==> config.mk <==
export PLATFORM = sky130hd
export DESIGN_NAME = spi_ram_ctrl
export DESIGN_NICKNAME = d
export VERILOG_FILES = /design/src/rtl/spi_ram_pkg.sv /design/src/rtl/spi_ram_ctrl.sv
export SDC_FILE = /design/constraint.sdc
export NUM_CORES = 1
export LEC_CHECK = 0
export CAP_MARGIN = 20
export CORE_MARGIN = 2
export CORE_UTILIZATION = 50
export CTS_CLUSTER_DIAMETER = 40
export DETAILED_ROUTE_END_ITERATION = 10
export PLACE_DENSITY = 0.79
export RECOVER_POWER = 25
export SKIP_CTS_REPAIR_TIMING = 1
export SLEW_MARGIN = 10
export SYNTH_ARGS = -nofsm -noshare
export SYNTH_HDL_FRONTEND = slang
export SYNTH_SLANG_ARGS = --single-unit
==> constraint.sdc <==
create_clock -name clk -period 2 [get_ports clk]
set_input_delay 0.6 -clock clk [delete_from_list [all_inputs] [get_ports clk]]
set_output_delay 0.6 -clock clk [all_outputs]
set_load 0.005 [all_outputs]
==> src/rtl/spi_ram_pkg.sv <==
// Shared definitions for the SPI-to-RAM command sequencer: frame layout,
// command codes and controller state encoding.
package spi_ram_pkg;

    localparam int FRAME_W = 10;

    typedef enum logic [1:0] {
        CMD_WR_ADDR = 2'b00,
        CMD_WR_DATA = 2'b01,
        CMD_RD_ADDR = 2'b10,
        CMD_RD_DATA = 2'b11
    } cmd_e;

    typedef enum logic [2:0] {
        IDLE,
        WRITE,
        RD_REQ,
        RD_WAIT,
        RESP
    } state_e;

endpackage

==> src/rtl/spi_ram_ctrl.sv <==
// Decodes 10-bit SPI frames into RAM writes/reads with separate write and
// read pointers; read data is returned to the SPI slave as a tx pulse.
module spi_ram_ctrl
    import spi_ram_pkg::*;
#(
    parameter int ADDR_WIDTH = 8,
    parameter int DATA_WIDTH = 8,
    parameter int RD_LATENCY = 1
) (
    input  logic                  clk,
    input  logic                  rst_n,
    input  logic [FRAME_W-1:0]    rx_data,
    input  logic                  rx_valid,
    output logic [7:0]            tx_data,
    output logic                  tx_valid,
    output logic [ADDR_WIDTH-1:0] mem_addr,
    output logic [DATA_WIDTH-1:0] mem_wdata,
    output logic                  mem_we,
    output logic                  mem_re,
    input  logic [DATA_WIDTH-1:0] mem_rdata,
    output logic                  busy,
    output logic                  err
);

    localparam int CNT_W = 3;

    state_e                state_q, state_d;
    logic [ADDR_WIDTH-1:0] wr_ptr_q, wr_ptr_d;
    logic [ADDR_WIDTH-1:0] rd_ptr_q, rd_ptr_d;
    logic                  rd_ptr_vld_q, rd_ptr_vld_d;
    logic [CNT_W-1:0]      cnt_q, cnt_d;
    logic [7:0]            tx_data_q, tx_data_d;
    logic                  tx_valid_q, tx_valid_d;
    logic [ADDR_WIDTH-1:0] mem_addr_q, mem_addr_d;
    logic [DATA_WIDTH-1:0] mem_wdata_q, mem_wdata_d;
    logic                  mem_we_q, mem_we_d;
    logic                  mem_re_q, mem_re_d;
    logic                  busy_q, busy_d;
    logic                  err_q, err_d;

    cmd_e       cmd;
    logic [7:0] payload;

    assign cmd     = cmd_e'(rx_data[9:8]);
    assign payload = rx_data[7:0];

    always_comb begin
        state_d      = state_q;
        wr_ptr_d     = wr_ptr_q;
        rd_ptr_d     = rd_ptr_q;
        rd_ptr_vld_d = rd_ptr_vld_q;
        cnt_d        = cnt_q;
        tx_data_d    = tx_data_q;
        mem_addr_d   = mem_addr_q;
        mem_wdata_d  = mem_wdata_q;
        tx_valid_d   = 1'b0;
        mem_we_d     = 1'b0;
        mem_re_d     = 1'b0;
        err_d        = 1'b0;

        // Strobes are launched together with the state change so that they
        // are high during the WRITE / RD_REQ cycle itself.
        case (state_q)
            IDLE: begin
                if (rx_valid) begin
                    case (cmd)
                        CMD_WR_ADDR: wr_ptr_d = ADDR_WIDTH'(payload);
                        CMD_WR_DATA: begin
                            state_d     = WRITE;
                            mem_we_d    = 1'b1;
                            mem_addr_d  = wr_ptr_q;
                            mem_wdata_d = DATA_WIDTH'(payload);
                        end
                        CMD_RD_ADDR: begin
                            rd_ptr_d     = ADDR_WIDTH'(payload);
                            rd_ptr_vld_d = 1'b1;
                        end
                        CMD_RD_DATA: begin
                            if (rd_ptr_vld_q) begin
                                state_d    = RD_REQ;
                                mem_re_d   = 1'b1;
                                mem_addr_d = rd_ptr_q;
                            end else begin
                                err_d = 1'b1;
                            end
                        end
                        default: err_d = 1'b1;
                    endcase
                end
            end
            WRITE: begin
                wr_ptr_d = wr_ptr_q + ADDR_WIDTH'(1);
                state_d  = IDLE;
            end
            RD_REQ: begin
                rd_ptr_d = rd_ptr_q + ADDR_WIDTH'(1);
                cnt_d    = CNT_W'(RD_LATENCY);
                state_d  = RD_WAIT;
            end
            RD_WAIT: begin
                // The count reaches zero on this edge, when mem_rdata is valid.
                cnt_d = cnt_q - CNT_W'(1);
                if (cnt_q == CNT_W'(1)) begin
                    tx_data_d  = 8'(mem_rdata);
                    tx_valid_d = 1'b1;
                    state_d    = RESP;
                end
            end
            RESP:    state_d = IDLE;
            default: state_d = IDLE;
        endcase

        if (rx_valid && (state_q != IDLE)) begin
            err_d = 1'b1;
        end

        busy_d = (state_d != IDLE);
    end

    always_ff @(posedge clk) begin
        if (!rst_n) begin
            state_q      <= IDLE;
            wr_ptr_q     <= '0;
            rd_ptr_q     <= '0;
            rd_ptr_vld_q <= 1'b0;
            cnt_q        <= '0;
            tx_data_q    <= '0;
            tx_valid_q   <= 1'b0;
            mem_addr_q   <= '0;
            mem_wdata_q  <= '0;
            mem_we_q     <= 1'b0;
            mem_re_q     <= 1'b0;
            busy_q       <= 1'b0;
            err_q        <= 1'b0;
        end else begin
            state_q      <= state_d;
            wr_ptr_q     <= wr_ptr_d;
            rd_ptr_q     <= rd_ptr_d;
            rd_ptr_vld_q <= rd_ptr_vld_d;
            cnt_q        <= cnt_d;
            tx_data_q    <= tx_data_d;
            tx_valid_q   <= tx_valid_d;
            mem_addr_q   <= mem_addr_d;
            mem_wdata_q  <= mem_wdata_d;
            mem_we_q     <= mem_we_d;
            mem_re_q     <= mem_re_d;
            busy_q       <= busy_d;
            err_q        <= err_d;
        end
    end

    assign tx_data   = tx_data_q;
    assign tx_valid  = tx_valid_q;
    assign mem_addr  = mem_addr_q;
    assign mem_wdata = mem_wdata_q;
    assign mem_we    = mem_we_q;
    assign mem_re    = mem_re_q;
    assign busy      = busy_q;
    assign err       = err_q;

endmodule
; ---- Word level (Yosys, flattened, before mapping)
; Cells that the tools add are included.
[word_totals]
ff_bits = 52
out_inout_bits = 29
elab_cells = 67
[op_classes]
n_addsub = 3
n_eq_ne = 11
n_mux = 22
reduce_logical = 18
[ops]
columns = op, count
row1 = $pmux 8 s2, 3
row2 = $mux 8, 5
row3 = $add 8x1->8 const B, 2
row4 = $reduce_and 3->1, 5
row5 = $pmux 3 s2, 2
row6 = $mux 3, 3
row7 = $pmux 3 s3, 1
row8 = $mux 1, 8
row9 = $reduce_and 4->1, 2
row10 = $reduce_bool 2->1, 4
row11 = $eq 3x1->1 const B, 2
row12 = $eq 3x2->1 const B, 2
row13 = $reduce_bool 3->1, 2
row14 = $eq 2x2->1 const B, 2
row15 = $ne 2x1->1 const B, 2
row16 = $ne 2x2->1 const B, 2
row17 = $reduce_and 2->1, 2
row18 = $logic_not 3->1, 1
row19 = $sub 3x1->3 const B, 1
row20 = $eq 2x1->1 const B, 1
row21 = $logic_not 2->1, 1
row22 = $logic_and 1x1->1, 1

; ---- Longest topological paths before layout
[logic_depth]
word_depth = 5
mapped_depth = 6
depth_no_buf = 6

; ---- Least setup slack after synthesis
; Ideal clock, no wire load.
[synth_path]
path_type = input port to flip-flop
startpoint = input port rx_valid
endpoint = register rd_ptr_q[0]
arrival_ps = 1438
required_time_ps = 1881
path_slack_ps = 444
path_stages = 3
n_path_buf = 0
cell_sequence = nor2b_1 nand3_1 o221a_2
[synth_via]
elab_chain_cells = 2
[synth_rtl]
columns = item, line_no
row1 = start: declaration, spi_ram_ctrl.sv:13  ; input logic rx_valid,
row2 = $ne 2x2->1 (no source line), -
row3 = $reduce_and 3->1 (no source line), -
row4 = end signal: assignment, spi_ram_ctrl.sv:138  ; rd_ptr_q <= rd_ptr_d;
row5 = end: declaration, spi_ram_ctrl.sv:29  ; logic [ADDR_WIDTH-1:0] rd_ptr_q, rd_ptr_d;
; Every way passes these cells.
; A chain may end at the register's enable or synchronous reset.

; ---- Worst setup path after layout
[layout_path]
startpoint = input port rx_data[9]
endpoint = register mem_addr_q[4], in the netlist mem_addr[4]
[layout_via]
elab_chain_cells = 3
elab_cells_between_ends = 6
[layout_rtl]
columns = item, line_no
row1 = start: declaration, spi_ram_ctrl.sv:12  ; input logic [FRAME_W-1:0] rx_data,
row2 = $eq 2x2->1 or $eq 2x1->1 (tied branches), spi_ram_ctrl.sv:66  ; case (cmd)
row3 = $ne 2x2->1 (no source line) or $reduce_bool 2->1 (tied branches), -
row4 = $reduce_and 4->1 (no source line), -
row5 = end signal: assignment, spi_ram_ctrl.sv:143  ; mem_addr_q <= mem_addr_d;
row6 = end: declaration, spi_ram_ctrl.sv:34  ; logic [ADDR_WIDTH-1:0] mem_addr_q, mem_addr_d;
; Several ways; a longest one is shown, not always the timed one.

==> flow_metrics.py <==
metrics = {
    "outcome": {
        "status": "finished clean",
    },
    "synthesis": {
        "synth.most_common_cell": "dfxtp_1",
        "synthTopCellsByArea": "dfxtp_1, mux2i_1, nand3_1, nor2_1, nand2_1",
        "synth.distinct_cells": 45,
        "ys_warn_count": 0,
        "synthesis.area_um2": 2316,
        "async_flop_share": 0,
        "ys_seq_elements": 52,
        "synthTopCellsByCount": "dfxtp_1, nor2_1, nand2_1",
        "avgSynthCellArea_um2": 9.047,
        "yosysTopAreaCellShare": 0.4495,
        "synth_top_cell_by_area": "dfxtp_1",
        "synth.yosys.seq_area_share": 0.4495,
        "syn_nets": 281,
        "synth_flop_cell": "dfxtp_1",
        "synth_edf_count": 0,
        "syn_inst": 256,
    },
    "setup_path": {
        "crit_arrival_ns": 2.14,
        "start_kind": "input pin",
        "cp_data_required_time_ns": 2.23,
        "r2r_slack_ns": 0.23,
        "rr_worst_depth": 4,
        "crit_fanout": 16,
        "r2r-start": "state_q[1]$_SDFF_PN0_",
        "r2r_end": "rd_ptr_q[3]$_SDFFE_PN0P_",
        "critPathKind": "in -> reg",
        "endpoint_kind": "flip-flop",
    },
    "global_routing": {
        "grt_pass1_vias": 2075,
        "grt_max_degree": 22,
        "grt_use_total": 0.2416,
        "gr-total-overflow": 0,
        "grt_pass1_wl_um": 9867,
        "antenna_found_initial": 0,
    },
    "sta": {
        "fin_crit_ns": 1.912,
        "slew_violations": 0,
        "rsz0062_at_grt": "false",
        "relSlewSlack": 0.6340,
        "post-route-period-util": 0.9562,
        "hold_viol": 0,
        "tightest_slew_ns": 0.5482,
        "finalClockSkew_ns": 0.006218,
        "max_freq_mhz": 522.9,
        "holdWs_ns": 0.4561,
        "setup_slack_ns": 0.08760,
        "setup_viol": 0,
    },
    "clocking": {
        "clkSlewWorstSetupHoldPaths_ns": 0.09,
        "cts_buffer_depth": 2,
        "insertion_delay_ns": 0.31,
        "cts_buffers": 5,
        "cts_tree": "done",
        "htreeDepth": 2,
        "clock-sinks": 52,
        "root_buffer": "clkbuf_8",
    },
    "finish": {
        "syn2layout_area_growth_pct": 34.58,
        "fin_nets": 343,
        "diodes": 0,
        "nFillCells": 347,
        "layout-drive-gt1-share": 0.1223,
    },
    "drt": {
        "drtPass1Iterations": 4,
        "avgRoutedWirePerCell_um": 15.41,
        "vias": 2137,
        "via_per_inst": 5.760,
        "first_iter_violations": 265,
        "wirelength_um": 5717,
        "drc": 0,
        "ant_nets": 0,
    },
    "worst_hold_path": {
        "hold_path_depth": 2,
        "hp-start": "cnt_q[1]$_SDFFE_PN0P_",
        "hp-class": "reg -> reg",
        "hold_end": "cnt_q[1]$_SDFFE_PN0P_",
    },
    "power_and_ir_drop": {
        "irDropWorstVdd_uv": 412.3,
        "power.leakage_nw": 1.153,
        "p_per_area_nw_per_um2": 683.6,
    },
    "floorplanning": {
        "die_h_um": 72.06,
        "core_area_um2": 4414,
        "fp.dieW_um": 72.06,
        "initial_utilization": 0.5247,
        "die_area_um2": 5193,
        "io_pins": 50,
        "rows": 24,
    },
    "placement": {
        "dp_hpwl_um": 4211,
        "port-buffer-count": 49,
        "place_worst_setup_slack_ns": -0.1703,
        "place_congestion": 0.9279,
    },
    "run": {
        "cap_violations": 0,
    },
}
[worst max-delay path by stage]
| stage | from | endpoint | slack (ns) | cells after the start |
|---|---|---|---|---|
| 6_report | rx_data[9] | mem_addr[4]$_SDFFE_PN0P_ | 0.09 | 7 |
| 5_1_grt | rx_data[9] | wr_ptr_q[6]$_SDFFE_PN0P_ | 0.02 | 6 |
| 4_1_cts | rx_data[8] | mem_wdata[2]$_SDFFE_PN0P_ | 0.16 | 6 |
| 3_5_place_dp | rx_data[8] | mem_wdata[2]$_SDFFE_PN0P_ | -0.17 | 6 |
| 3_3_place_gp | rx_valid | wr_ptr_q[6]$_SDFFE_PN0P_ | -0.13 | 7 |
| 2_1_floorplan | rx_valid | rd_ptr_q[0]$_SDFFE_PN0P_ | 0.44 | 3 |
[cell usage in the layout (no fill, tap or decap), types with 2 or more instances in the layout]
master / count
a31oi_1: 6
clkbuf_4: 2
a22oi_1: 2
a21oi_1: 13
clkbuf_8: 7
nor2b_1: 3
buf_12: 3
nand4_1: 4
ha_1: 4
buf_4: 16
mux2i_1: 18
or3_1: 3
a2bb2oi_1: 6
inv_1: 3
a211oi_1: 2
dlygate4sd3_1: 6
o21ai_0: 6
nor3_1: 6
clkdlybuf4s50_1: 43
nand2_1: 22
nor2_1: 28
and3_1: 6
nand3b_1: 4
nand2b_1: 3
dfxtp_1: 52
nand3_1: 21
a311oi_1: 9
[metal layers]
layer  global-route usage  share of wire  vias to the layer above
li1                     -              -                     1058
met1               0.3260           0.43                      982
met2               0.3761           0.47                       87
met3              0.06250          0.084                       10
met4              0.08386          0.015                        0
met5                    0              0                        -
[final cells by class]
class | count | area [um^2] | share of cell area
Tap cell | 52 | 65.06 | 0.02088
Clock inverter | 1 | 30.03 | 0.009635
Sequential cell | 52 | 1041 | 0.3340
Timing Repair Buffer | 71 | 690.7 | 0.2216
Inverter | 3 | 11.26 | 0.003613
Multi-Input combinational cell | 185 | 1182 | 0.3794
Clock buffer | 7 | 96.34 | 0.03091
[critical path, stage by stage]
cell and delay [ns]:
dlygate4sd3_1 0.63, clkbuf_4 0.18, nand2b_1 0.07, and3b_1 0.22, buf_12 0.15, nor2_1 0.04
a311oi_1 0.24
[kinds of logic (layout without fill, tap and decap cells)]
logic type | count (synthesis) | after routing | synth area share
adders and majority gates | 4 | 4 | 0.02161
and+or+nand+nor | 113 | 113 | 0.2583
muxes | 19 | 19 | 0.08266
buffers and inverters | 19 | 82 | 0.04268
DFF | 52 | 52 | 0.4495
AOI/OAI and AO/OA | 49 | 49 | 0.1453
[flip-flops by register name, indices dropped and copies added (netlist names), 3 cells and up]
signal and flops:
wr_ptr_q 8, rd_ptr_q 8, tx_data 8, mem_addr 8
mem_wdata 8, state_q 3, cnt_q 3
[stage by stage]
step | std cells | util | setup TNS [ns] | instance area, um^2 | power, mW
after global placement | 363 | 0.6780 | -2.691 | 2993 | 1.360
final | 371 | 0.7061 | 0 | 3117 | 2.131
after global routing | 371 | 0.7061 | 0 | 3117 | 2.214
after floorplan | 256 | - | 0 | 2316 | 1.222
after detailed placement | 363 | 0.6780 | -3.357 | 2993 | 1.366
after CTS | 371 | 0.7066 | 0 | 3119 | 2.146
[power by group]
part | internal [mW] | switching [mW] | total, mW
Combinational | 0.136 | 0.107 | 0.244
Sequential | 1.07 | 0.0316 | 1.10
Clock | 0.442 | 0.347 | 0.788
(Power assumes the default switching activity.)
